==> config.mk <==
export PLATFORM = sky130hd
export DESIGN_NAME = psum_drain_acc_ctrl
export DESIGN_NICKNAME = d
export VERILOG_FILES = /design/src/rtl/psum_drain_acc_ctrl_pkg.sv /design/src/rtl/psum_addr_gen.sv /design/src/rtl/psum_drain_acc_ctrl.sv
export SDC_FILE = /design/constraint.sdc
export NUM_CORES = 1
export LEC_CHECK = 0
export BUFFER_PORTS_ARGS = -buffer_cell sky130_fd_sc_hd__buf_2
export CAP_MARGIN = 15
export CORE_AREA = 2 2 215 217
export DETAILED_ROUTE_END_ITERATION = 10
export DIE_AREA = 0 0 217 219
export GPL_TIMING_DRIVEN = 0
export PLACE_DENSITY = 0.37
export SLEW_MARGIN = 15
export SYNTH_ARGS = -nofsm -noshare
export SYNTH_HDL_FRONTEND = slang
export SYNTH_SLANG_ARGS = --single-unit
==> constraint.sdc <==
create_clock -name clk -period 3.85 [get_ports clk]
set_input_delay 0.1925 -clock clk [delete_from_list [all_inputs] [get_ports clk]]
set_output_delay 0.1925 -clock clk [all_outputs]
set_load 0.01 [all_outputs]
==> src/rtl/psum_drain_acc_ctrl_pkg.sv <==
// Shared types and constants for the partial-sum drain/accumulate sequencer.
// Holds the FSM state encoding and the PMEM address-space fit check.
package psum_drain_acc_ctrl_pkg;

    localparam int unsigned COL     = 8;
    localparam int unsigned PSUM_BW = 16;

    typedef enum logic [2:0] {
        StIdle,
        StDrain,
        StDrainTail,
        StAcc,
        StAccTail
    } state_e;

    // True when every (kij, onij) pair has its own PMEM word.
    function automatic bit addr_fits(int unsigned n_kij, int unsigned n_onij, int unsigned aw);
        return (longint'(n_kij) * longint'(n_onij)) <= (longint'(1) << aw);
    endfunction

endpackage

==> src/rtl/psum_addr_gen.sv <==
// PMEM address generator: o/k counters plus a running k*len_onij (or kij*len_onij) base.
// The FSM only issues load/clear/step; no multiplier sits in the address path.
module psum_addr_gen
    import psum_drain_acc_ctrl_pkg::*;
#(
    parameter int unsigned len_kij  = 9,
    parameter int unsigned len_onij = 16,
    parameter int unsigned addr_w   = 11
) (
    input  logic              clk,
    input  logic              reset,
    input  logic              load_drain,
    input  logic [3:0]        kij,
    input  logic              clear,
    input  logic              step_drain,
    input  logic              step_acc,
    output logic [addr_w-1:0] addr,
    output logic [addr_w-1:0] o,
    output logic              first_k,
    output logic              last_k,
    output logic              last_o
);

    localparam int unsigned KW = (len_kij > 1) ? $clog2(len_kij) : 1;
    localparam logic [addr_w-1:0] ONIJ = addr_w'(len_onij);

    logic [KW-1:0]     k_q, k_d;
    logic [addr_w-1:0] base_q, base_d;
    logic [addr_w-1:0] o_q, o_d;
    logic [addr_w-1:0] kij_base;

    // kij*len_onij as a chain of conditional adds of the constant row stride.
    always_comb begin
        kij_base = '0;
        for (int i = 0; i < int'(len_kij); i++) begin
            if (i < int'(kij)) begin
                kij_base = kij_base + ONIJ;
            end
        end
    end

    always_comb begin
        k_d    = k_q;
        base_d = base_q;
        o_d    = o_q;
        if (load_drain) begin
            k_d    = '0;
            o_d    = '0;
            base_d = kij_base;
        end else if (clear) begin
            k_d    = '0;
            o_d    = '0;
            base_d = '0;
        end else if (step_drain) begin
            o_d = o_q + addr_w'(1);
        end else if (step_acc) begin
            if (last_k) begin
                k_d    = '0;
                base_d = '0;
                o_d    = o_q + addr_w'(1);
            end else begin
                k_d    = k_q + KW'(1);
                base_d = base_q + ONIJ;
            end
        end
    end

    always_ff @(posedge clk or negedge reset) begin
        if (!reset) begin
            k_q    <= '0;
            base_q <= '0;
            o_q    <= '0;
        end else begin
            k_q    <= k_d;
            base_q <= base_d;
            o_q    <= o_d;
        end
    end

    assign addr    = base_q + o_q;
    assign o       = o_q;
    assign first_k = (k_q == '0);
    assign last_k  = (k_q == KW'(len_kij - 1));
    assign last_o  = (o_q == addr_w'(len_onij - 1));

endmodule

==> src/rtl/psum_drain_acc_ctrl.sv <==
// Drains corelet OFIFO rows into PMEM per kij pass, then streams all partial sums
// of each output pixel back into the per-column SFP accumulators.
module psum_drain_acc_ctrl
    import psum_drain_acc_ctrl_pkg::*;
#(
    parameter int unsigned col      = COL,
    parameter int unsigned psum_bw  = PSUM_BW,
    parameter int unsigned len_kij  = 9,
    parameter int unsigned len_onij = 16,
    parameter int unsigned addr_w   = 11
) (
    input  logic                     clk,
    input  logic                     reset,
    input  logic                     start_drain,
    input  logic [3:0]               kij_idx,
    input  logic                     start_acc,
    input  logic                     ofifo_valid,
    output logic                     ofifo_rd,
    input  logic [col*psum_bw-1:0]   ofifo_data,
    output logic                     pmem_wen,
    output logic                     pmem_ren,
    output logic [addr_w-1:0]        pmem_addr,
    output logic [col*psum_bw-1:0]   pmem_wdata,
    input  logic [col*psum_bw-1:0]   pmem_rdata,
    output logic [col*psum_bw-1:0]   psum_addition,
    output logic                     acc_input,
    output logic                     acc_first,
    output logic                     out_valid,
    output logic [addr_w-1:0]        out_idx,
    output logic                     busy,
    output logic                     done,
    output logic                     err
);

    localparam int unsigned CW = $clog2(len_onij + 1);

    if (!addr_fits(len_kij, len_onij, addr_w)) begin : g_addr_check
        $error("psum_drain_acc_ctrl: len_kij*len_onij does not fit in addr_w bits");
    end

    state_e            state_q, state_d;
    logic [CW-1:0]     rd_cnt_q, rd_cnt_d;
    logic              rd_d_q;
    logic              ren_d_q, first_d_q, last_d_q;
    logic [addr_w-1:0] o_d_q;
    logic              out_valid_q;
    logic [addr_w-1:0] out_idx_q;
    logic              err_q, err_d;

    logic              ag_load, ag_clear, ag_step_drain, ag_step_acc;
    logic [addr_w-1:0] ag_addr, ag_o;
    logic              ag_first_k, ag_last_k, ag_last_o;

    psum_addr_gen #(
        .len_kij  (len_kij),
        .len_onij (len_onij),
        .addr_w   (addr_w)
    ) u_addr_gen (
        .clk        (clk),
        .reset      (reset),
        .load_drain (ag_load),
        .kij        (kij_idx),
        .clear      (ag_clear),
        .step_drain (ag_step_drain),
        .step_acc   (ag_step_acc),
        .addr       (ag_addr),
        .o          (ag_o),
        .first_k    (ag_first_k),
        .last_k     (ag_last_k),
        .last_o     (ag_last_o)
    );

    always_comb begin
        state_d       = state_q;
        rd_cnt_d      = rd_cnt_q;
        ofifo_rd      = 1'b0;
        pmem_ren      = 1'b0;
        ag_load       = 1'b0;
        ag_clear      = 1'b0;
        ag_step_drain = 1'b0;
        ag_step_acc   = 1'b0;
        err_d         = 1'b0;
        done          = 1'b0;
        unique case (state_q)
            StIdle: begin
                // Drain has priority; a coincident start_acc is dropped.
                if (start_drain) begin
                    if (32'(kij_idx) < len_kij) begin
                        state_d  = StDrain;
                        ag_load  = 1'b1;
                        rd_cnt_d = '0;
                    end else begin
                        err_d = 1'b1;
                    end
                end else if (start_acc) begin
                    state_d  = StAcc;
                    ag_clear = 1'b1;
                end
            end
            StDrain: begin
                ofifo_rd      = ofifo_valid && (rd_cnt_q < CW'(len_onij));
                ag_step_drain = rd_d_q;
                if (ofifo_rd) begin
                    rd_cnt_d = rd_cnt_q + CW'(1);
                    if (rd_cnt_q == CW'(len_onij - 1)) begin
                        state_d = StDrainTail;
                    end
                end
            end
            StDrainTail: begin
                ag_step_drain = rd_d_q;
                done          = 1'b1;
                state_d       = StIdle;
            end
            StAcc: begin
                pmem_ren    = 1'b1;
                ag_step_acc = 1'b1;
                if (ag_last_k && ag_last_o) begin
                    state_d = StAccTail;
                end
            end
            StAccTail: begin
                // Only the final pixel's out_valid can land here.
                if (out_valid_q) begin
                    done    = 1'b1;
                    state_d = StIdle;
                end
            end
            default: state_d = StIdle;
        endcase
    end

    always_ff @(posedge clk or negedge reset) begin
        if (!reset) begin
            state_q     <= StIdle;
            rd_cnt_q    <= '0;
            rd_d_q      <= 1'b0;
            ren_d_q     <= 1'b0;
            first_d_q   <= 1'b0;
            last_d_q    <= 1'b0;
            o_d_q       <= '0;
            out_valid_q <= 1'b0;
            out_idx_q   <= '0;
            err_q       <= 1'b0;
        end else begin
            state_q     <= state_d;
            rd_cnt_q    <= rd_cnt_d;
            rd_d_q      <= ofifo_rd;
            ren_d_q     <= pmem_ren;
            first_d_q   <= pmem_ren && ag_first_k;
            last_d_q    <= pmem_ren && ag_last_k;
            out_valid_q <= last_d_q;
            err_q       <= err_d;
            if (pmem_ren) begin
                o_d_q <= ag_o;
            end
            if (last_d_q) begin
                out_idx_q <= o_d_q;
            end
        end
    end

    assign pmem_wen      = rd_d_q;
    assign pmem_wdata    = rd_d_q ? ofifo_data : '0;
    assign pmem_addr     = (rd_d_q || pmem_ren) ? ag_addr : '0;
    assign psum_addition = pmem_rdata;
    assign acc_input     = ren_d_q;
    assign acc_first     = first_d_q;
    assign out_valid     = out_valid_q;
    assign out_idx       = out_valid_q ? out_idx_q : '0;
    assign busy          = (state_q != StIdle);
    assign err           = err_q;

endmodule

==> flow_summary.html <==
<table>
<tr><th>Metric</th><th>Value</th></tr>
<tr><th colspan="2">Setup path</th></tr>
<tr><td>Crit Reg-Reg Endpoint</td><td>state_q[1]$_DFFE_PN0P_</td></tr>
<tr><td>Startpoint Class</td><td>primary input</td></tr>
<tr><td>Reg2Reg Launch Point</td><td>u_addr_gen.o[0]$_DFFE_PN0P_</td></tr>
<tr><td>Maximum fanout count along the critical path</td><td>10</td></tr>
<tr><td>Register-to-register setup slack</td><td>approximately 1400 ps</td></tr>
<tr><td>Data arrival at the endpoint of the critical path</td><td>3810 ps</td></tr>
<tr><td>Crit path kind</td><td>primary input to flip-flop</td></tr>
<tr><td>Kind of end point of the critical path</td><td>flip-flop</td></tr>
<tr><td>Critical path data required time</td><td>between 4000 and 5000 ps</td></tr>
<tr><td>Number of cell instances on the worst register-to-register path</td><td>7</td></tr>
<tr><th colspan="2">Min path</th></tr>
<tr><td>Worst hold path depth</td><td>3</td></tr>
<tr><td>Worst hold endpoint</td><td>rd_cnt_q[4]$_DFFE_PN0P_</td></tr>
<tr><td>Min-Delay Startpoint</td><td>ofifo_valid</td></tr>
<tr><td>Hold/Removal Path Class</td><td>primary input to flip-flop</td></tr>
<tr><th colspan="2">Clock network</th></tr>
<tr><td>TritonCTS Buffers</td><td>9</td></tr>
<tr><td>Sinks on Clock Net</td><td>between 50 and 60</td></tr>
<tr><td>CTS clock-pin slew for the worst setup and hold paths</td><td>50 ps</td></tr>
<tr><td>CTS tree</td><td>yes</td></tr>
<tr><td>Clock root buffer master</td><td>sky130_fd_sc_hd__clkbuf_16</td></tr>
<tr><td>Clk_lat worst skew</td><td>roughly 330 ps</td></tr>
<tr><td>Clock buffer depth</td><td>2</td></tr>
<tr><td>H-tree depth</td><td>3</td></tr>
<tr><th colspan="2">GRT</th></tr>
<tr><td>GRT Residual Overflow</td><td>0</td></tr>
<tr><td>Number of antenna violations at the first check in global routing</td><td>2</td></tr>
<tr><td>Vias in the first global route</td><td>roughly 5500</td></tr>
<tr><td>Global Route Usage Sum</td><td>0.09239</td></tr>
<tr><td>Largest net degree at the start of global routing</td><td>38</td></tr>
<tr><td>Wire length of the first global-routing pass</td><td>approximately 33000 um</td></tr>
<tr><th colspan="2">Synthesis</th></tr>
<tr><td>Distinct cell type count after synthesis</td><td>57</td></tr>
<tr><td>Cell with the most instances after synthesis</td><td>sky130_fd_sc_hd__and2_1</td></tr>
<tr><td>Number of flip-flops and latches in the synthesized netlist</td><td>between 50 and 60</td></tr>
<tr><td>Mapped cell area</td><td>roughly 5300 sq um</td></tr>
<tr><td>Synthesized area divided by synthesized cell count</td><td>8.076 sq um</td></tr>
<tr><td>Seq/Total Area, Yosys</td><td>0.2715</td></tr>
<tr><td>Gate Count Post-Synth</td><td>662</td></tr>
<tr><td>Largest cells by area after synthesis</td><td>sky130_fd_sc_hd__dfrtp_1 (27%), sky130_fd_sc_hd__buf_4 (18%), sky130_fd_sc_hd__and2_1 (17%), sky130_fd_sc_hd__ha_1 (4.2%), sky130_fd_sc_hd__nand2_1 (3.6%)</td></tr>
<tr><td>Area leader, netlist</td><td>sky130_fd_sc_hd__dfrtp_1</td></tr>
<tr><td>Count of yosys warnings during synthesis</td><td>0</td></tr>
<tr><td>Share of the synthesized area in the top cell type</td><td>0.2715</td></tr>
<tr><td>Number of flops mapped to enable cells by yosys</td><td>0</td></tr>
<tr><td>Most frequent cells after synthesis</td><td>sky130_fd_sc_hd__and2_1 (145), sky130_fd_sc_hd__buf_4 (129), sky130_fd_sc_hd__dfrtp_1 (58), sky130_fd_sc_hd__nand2_1 (51), sky130_fd_sc_hd__nor2_1 (43)</td></tr>
<tr><td>Most used flip-flop cell after synthesis</td><td>sky130_fd_sc_hd__dfrtp_1</td></tr>
<tr><td>Async set-or-reset flop fraction in the synthesized netlist</td><td>1.000</td></tr>
<tr><td>Total nets after synthesis</td><td>roughly 950</td></tr>
<tr><th colspan="2">Outcome</th></tr>
<tr><td>Run status</td><td>finished, final reports clean</td></tr>
<tr><th colspan="2">Placement</th></tr>
<tr><td>Post-detail-place hpwl</td><td>between 20000 and 25000 um</td></tr>
<tr><td>Placed Cells</td><td>1686</td></tr>
<tr><td>Instance area after placement</td><td>between 8000 and 9000 sq um</td></tr>
<tr><td>Placer congestion estimate</td><td>roughly 0.75</td></tr>
<tr><td>Count of input and output buffers</td><td>roughly 420</td></tr>
<tr><th colspan="2">Route</th></tr>
<tr><td>Drt first pass iters</td><td>4</td></tr>
<tr><td>Via/cell ratio</td><td>between 3 and 4</td></tr>
<tr><td>Iteration-0 DRC Markers</td><td>223</td></tr>
<tr><td>Detailed-route wire length per cell</td><td>14.19 um</td></tr>
<tr><td>Vias post-DR</td><td>5906</td></tr>
<tr><td>Number of antenna-violating nets in the routed design</td><td>0</td></tr>
<tr><td>Total wire length</td><td>~24000 um</td></tr>
<tr><td>DRC errors left</td><td>0</td></tr>
<tr><th colspan="2">Final layout</th></tr>
<tr><td>Area of combinational cells with multiple inputs</td><td>around 2800 sq um</td></tr>
<tr><td>Area used by sequential logic in the layout</td><td>between 1000 and 1500 sq um</td></tr>
<tr><td>Nets</td><td>around 1400</td></tr>
<tr><td>Final Core Density</td><td>0.1903</td></tr>
<tr><td>Area grow syn2layout</td><td>60.50%</td></tr>
<tr><td>Number of filler instances in the final layout</td><td>5112</td></tr>
<tr><td>Diode count</td><td>0</td></tr>
<tr><td>Final Instance Count excl. Fillers</td><td>about 1700</td></tr>
<tr><td>Share of layout cells above drive strength 1</td><td>0.5494</td></tr>
<tr><td>Post-route cell area</td><td>about 8600 sq um</td></tr>
<tr><th colspan="2">Floorplanning</th></tr>
<tr><td>Starting density of the core</td><td>0.1186</td></tr>
<tr><td>Die area</td><td>47520 sq um</td></tr>
<tr><td>Ports</td><td>about 550</td></tr>
<tr><td>Core area</td><td>around 45000 sq um</td></tr>
<tr><td>Die span in y</td><td>between 200 and 250 um</td></tr>
<tr><td>Number of core rows</td><td>78</td></tr>
<tr><td>Die Width</td><td>between 200 and 250 um</td></tr>
<tr><th colspan="2">STA</th></tr>
<tr><td>Final Hold Fails</td><td>0</td></tr>
<tr><td>Worst-Margin Slew</td><td>537.0 ps</td></tr>
<tr><td>Fin crit share</td><td>0.9352</td></tr>
<tr><td>Hold_ws</td><td>approximately 200 ps</td></tr>
<tr><td>Shortest clock period the worst path allows after layout</td><td>3600 ps</td></tr>
<tr><td>Slew Viols, Final</td><td>0</td></tr>
<tr><td>Setup violations, final</td><td>0</td></tr>
<tr><td>Unrepaired setup endpoints after global routing</td><td>false</td></tr>
<tr><td>Relative slew margins</td><td>0.6420</td></tr>
<tr><td>Final worst clock skew</td><td>4.641 ps</td></tr>
<tr><td>Achievable clock frequency</td><td>277.7 MHz</td></tr>
<tr><th colspan="2">Power and ir drop</th></tr>
<tr><td>Power Total</td><td>roughly 3400 uW</td></tr>
<tr><td>Net load switching power</td><td>between 1000 and 1500 uW</td></tr>
<tr><td>Proportion of power drawn by combinational gates</td><td>0.513</td></tr>
<tr><td>Worst vdd rail ir drop</td><td>between 0.2 and 0.3 mV</td></tr>
<tr><td>Flop pwr share</td><td>0.257</td></tr>
<tr><td>Total internal power</td><td>approximately 2000 uW</td></tr>
<tr><td>Switching power as a share of total power</td><td>0.4176</td></tr>
<tr><td>Fraction of power consumed by the clock network</td><td>0.231</td></tr>
<tr><td>PD cells</td><td>~400 nW/um^2</td></tr>
<tr><td>Leak Pwr</td><td>0.004798 uW</td></tr>
<tr><th colspan="2">Job</th></tr>
<tr><td>Total of max-cap violations</td><td>0</td></tr>
</table>
[power by group through the flow]
stage                     combinational, uW  clock [uW]  sequential, uW
after global placement                 1770           0             888
after CTS                              1790         817             879
after global routing                   1950         848             901
after floorplan                        1040           0             839
after detailed placement               1780           0             889
final                                  1750         787             875
[critical path, cell delays in order]
cell	delay, ps
sky130_fd_sc_hd__buf_2	120
sky130_fd_sc_hd__buf_2	180
sky130_fd_sc_hd__or2_2	330
sky130_fd_sc_hd__nor3_2	150
sky130_fd_sc_hd__inv_1	100
sky130_fd_sc_hd__ha_4	250
sky130_fd_sc_hd__xor2_1	160
sky130_fd_sc_hd__ha_1	310
sky130_fd_sc_hd__o22a_1	170
sky130_fd_sc_hd__ha_1	290
sky130_fd_sc_hd__nand2_1	60
sky130_fd_sc_hd__o41ai_1	100
sky130_fd_sc_hd__ha_1	340
sky130_fd_sc_hd__mux2_2	280
sky130_fd_sc_hd__ha_1	210
sky130_fd_sc_hd__nand2_1	100
sky130_fd_sc_hd__mux2i_1	220
sky130_fd_sc_hd__xnor2_1	140
sky130_fd_sc_hd__o22ai_1	90
[registers in the layout, summed over array words and instances (netlist names)]
name               count
last_d_q               1
out_idx_q             11
err                    1
acc_input              1
state_q                3
u_addr_gen.o          11
u_addr_gen.k_q         4
acc_first              1
rd_cnt_q               5
pmem_wen               1
o_d_q                 11
out_valid              1
u_addr_gen.base_q      7
[routing by layer]
layer / vias up / GRT usage / wire length, um
li1: 2917 / - / -
met1: 2673 / 0.1156 / 10150
met2: 291 / 0.1586 / 11890
met3: 23 / 0.01954 / 1614
met4: 2 / 0.02808 / 515
met5: - / 0 / 8
[cells in the final DEF (no fill, tap or decap), drive strengths merged, types with 2 or more instances in the layout]
cell type  netlist  final
clkinv           0      5
nand2b           4      4
mux2i            2      2
clkbuf          25     32
nor3b            4      4
a31oi            5      5
o211ai           7      7
and2           146    146
o22ai            3      3
nor4b            3      3
ha              18     18
o21ai           13     13
or2              2      2
and3             7      7
nor2            43     43
and4b            2      2
a211o            3      3
inv             12     12
mux2            13     13
xnor2           12     12
or3              2      2
nand3           14     14
nor3             5      5
buf            135    561
o22a             2      2
a21oi           20     20
a21o             3      3
nand4           10     10
xor2            13     13
dfrtp           58     58
nand2           51     51
nor2b            6      6
o21bai           2      2
[stage by stage]
| step | setup slack (ps) | setup TNS, ps |
|---|---|---|
| detailed placement | -477.3 | -1371 |
| global placement | -503.8 | -1469 |
| global route | 24.69 | 0 |
| finish | 249.5 | 0 |
| floorplan | 7.564 | 0 |
| CTS | 66.58 | 0 |
[cell families (layout without fill, tap and decap cells)]
group | count (synthesis) | after routing | synth area share
adders and majority gates | 19 | 19 | 0.04400
muxes | 15 | 15 | 0.03113
xor gates and xnor gates | 25 | 25 | 0.04095
and+or+nand+nor | 305 | 305 | 0.3176
buffers and inverters | 172 | 613 | 0.2130
AOI/OAI and AO/OA | 68 | 68 | 0.08191
DFF | 58 | 58 | 0.2715
[how the worst max path moves through the flow]
stage	to	startpoint	cells past startpoint
finish	u_addr_gen.base_q[6]$_DFFE_PN0P_	kij_idx[1]	19
global route	u_addr_gen.base_q[6]$_DFFE_PN0P_	kij_idx[1]	19
CTS	u_addr_gen.base_q[6]$_DFFE_PN0P_	kij_idx[1]	19
detailed placement	u_addr_gen.base_q[6]$_DFFE_PN0P_	kij_idx[3]	19
global placement	u_addr_gen.base_q[6]$_DFFE_PN0P_	kij_idx[3]	19
floorplan	u_addr_gen.base_q[6]$_DFFE_PN0P_	kij_idx[3]	18
[timing repair]
action | 4_1_cts | 5_1_grt
hold endpoints to repair | 21 | 0
pin swaps | 0 | 2
setup buffers | 0 | 2
resized for setup | 2 | 2
gates cloned | 0 | 0
hold buffers | 1 | 0
setup endpoints to repair | 2 | 3
[area by class of cell]
class	count	share of cell area
clock inverter	7	0.008166
multi-input combinational	432	0.3237
inverter	12	0.005541
buffer	158	0.1274
sequential	58	0.1691
tap	600	0.08749
clock buffer	9	0.02625
timing repair buffer	427	0.2523
(Power assumes the default switching activity.)
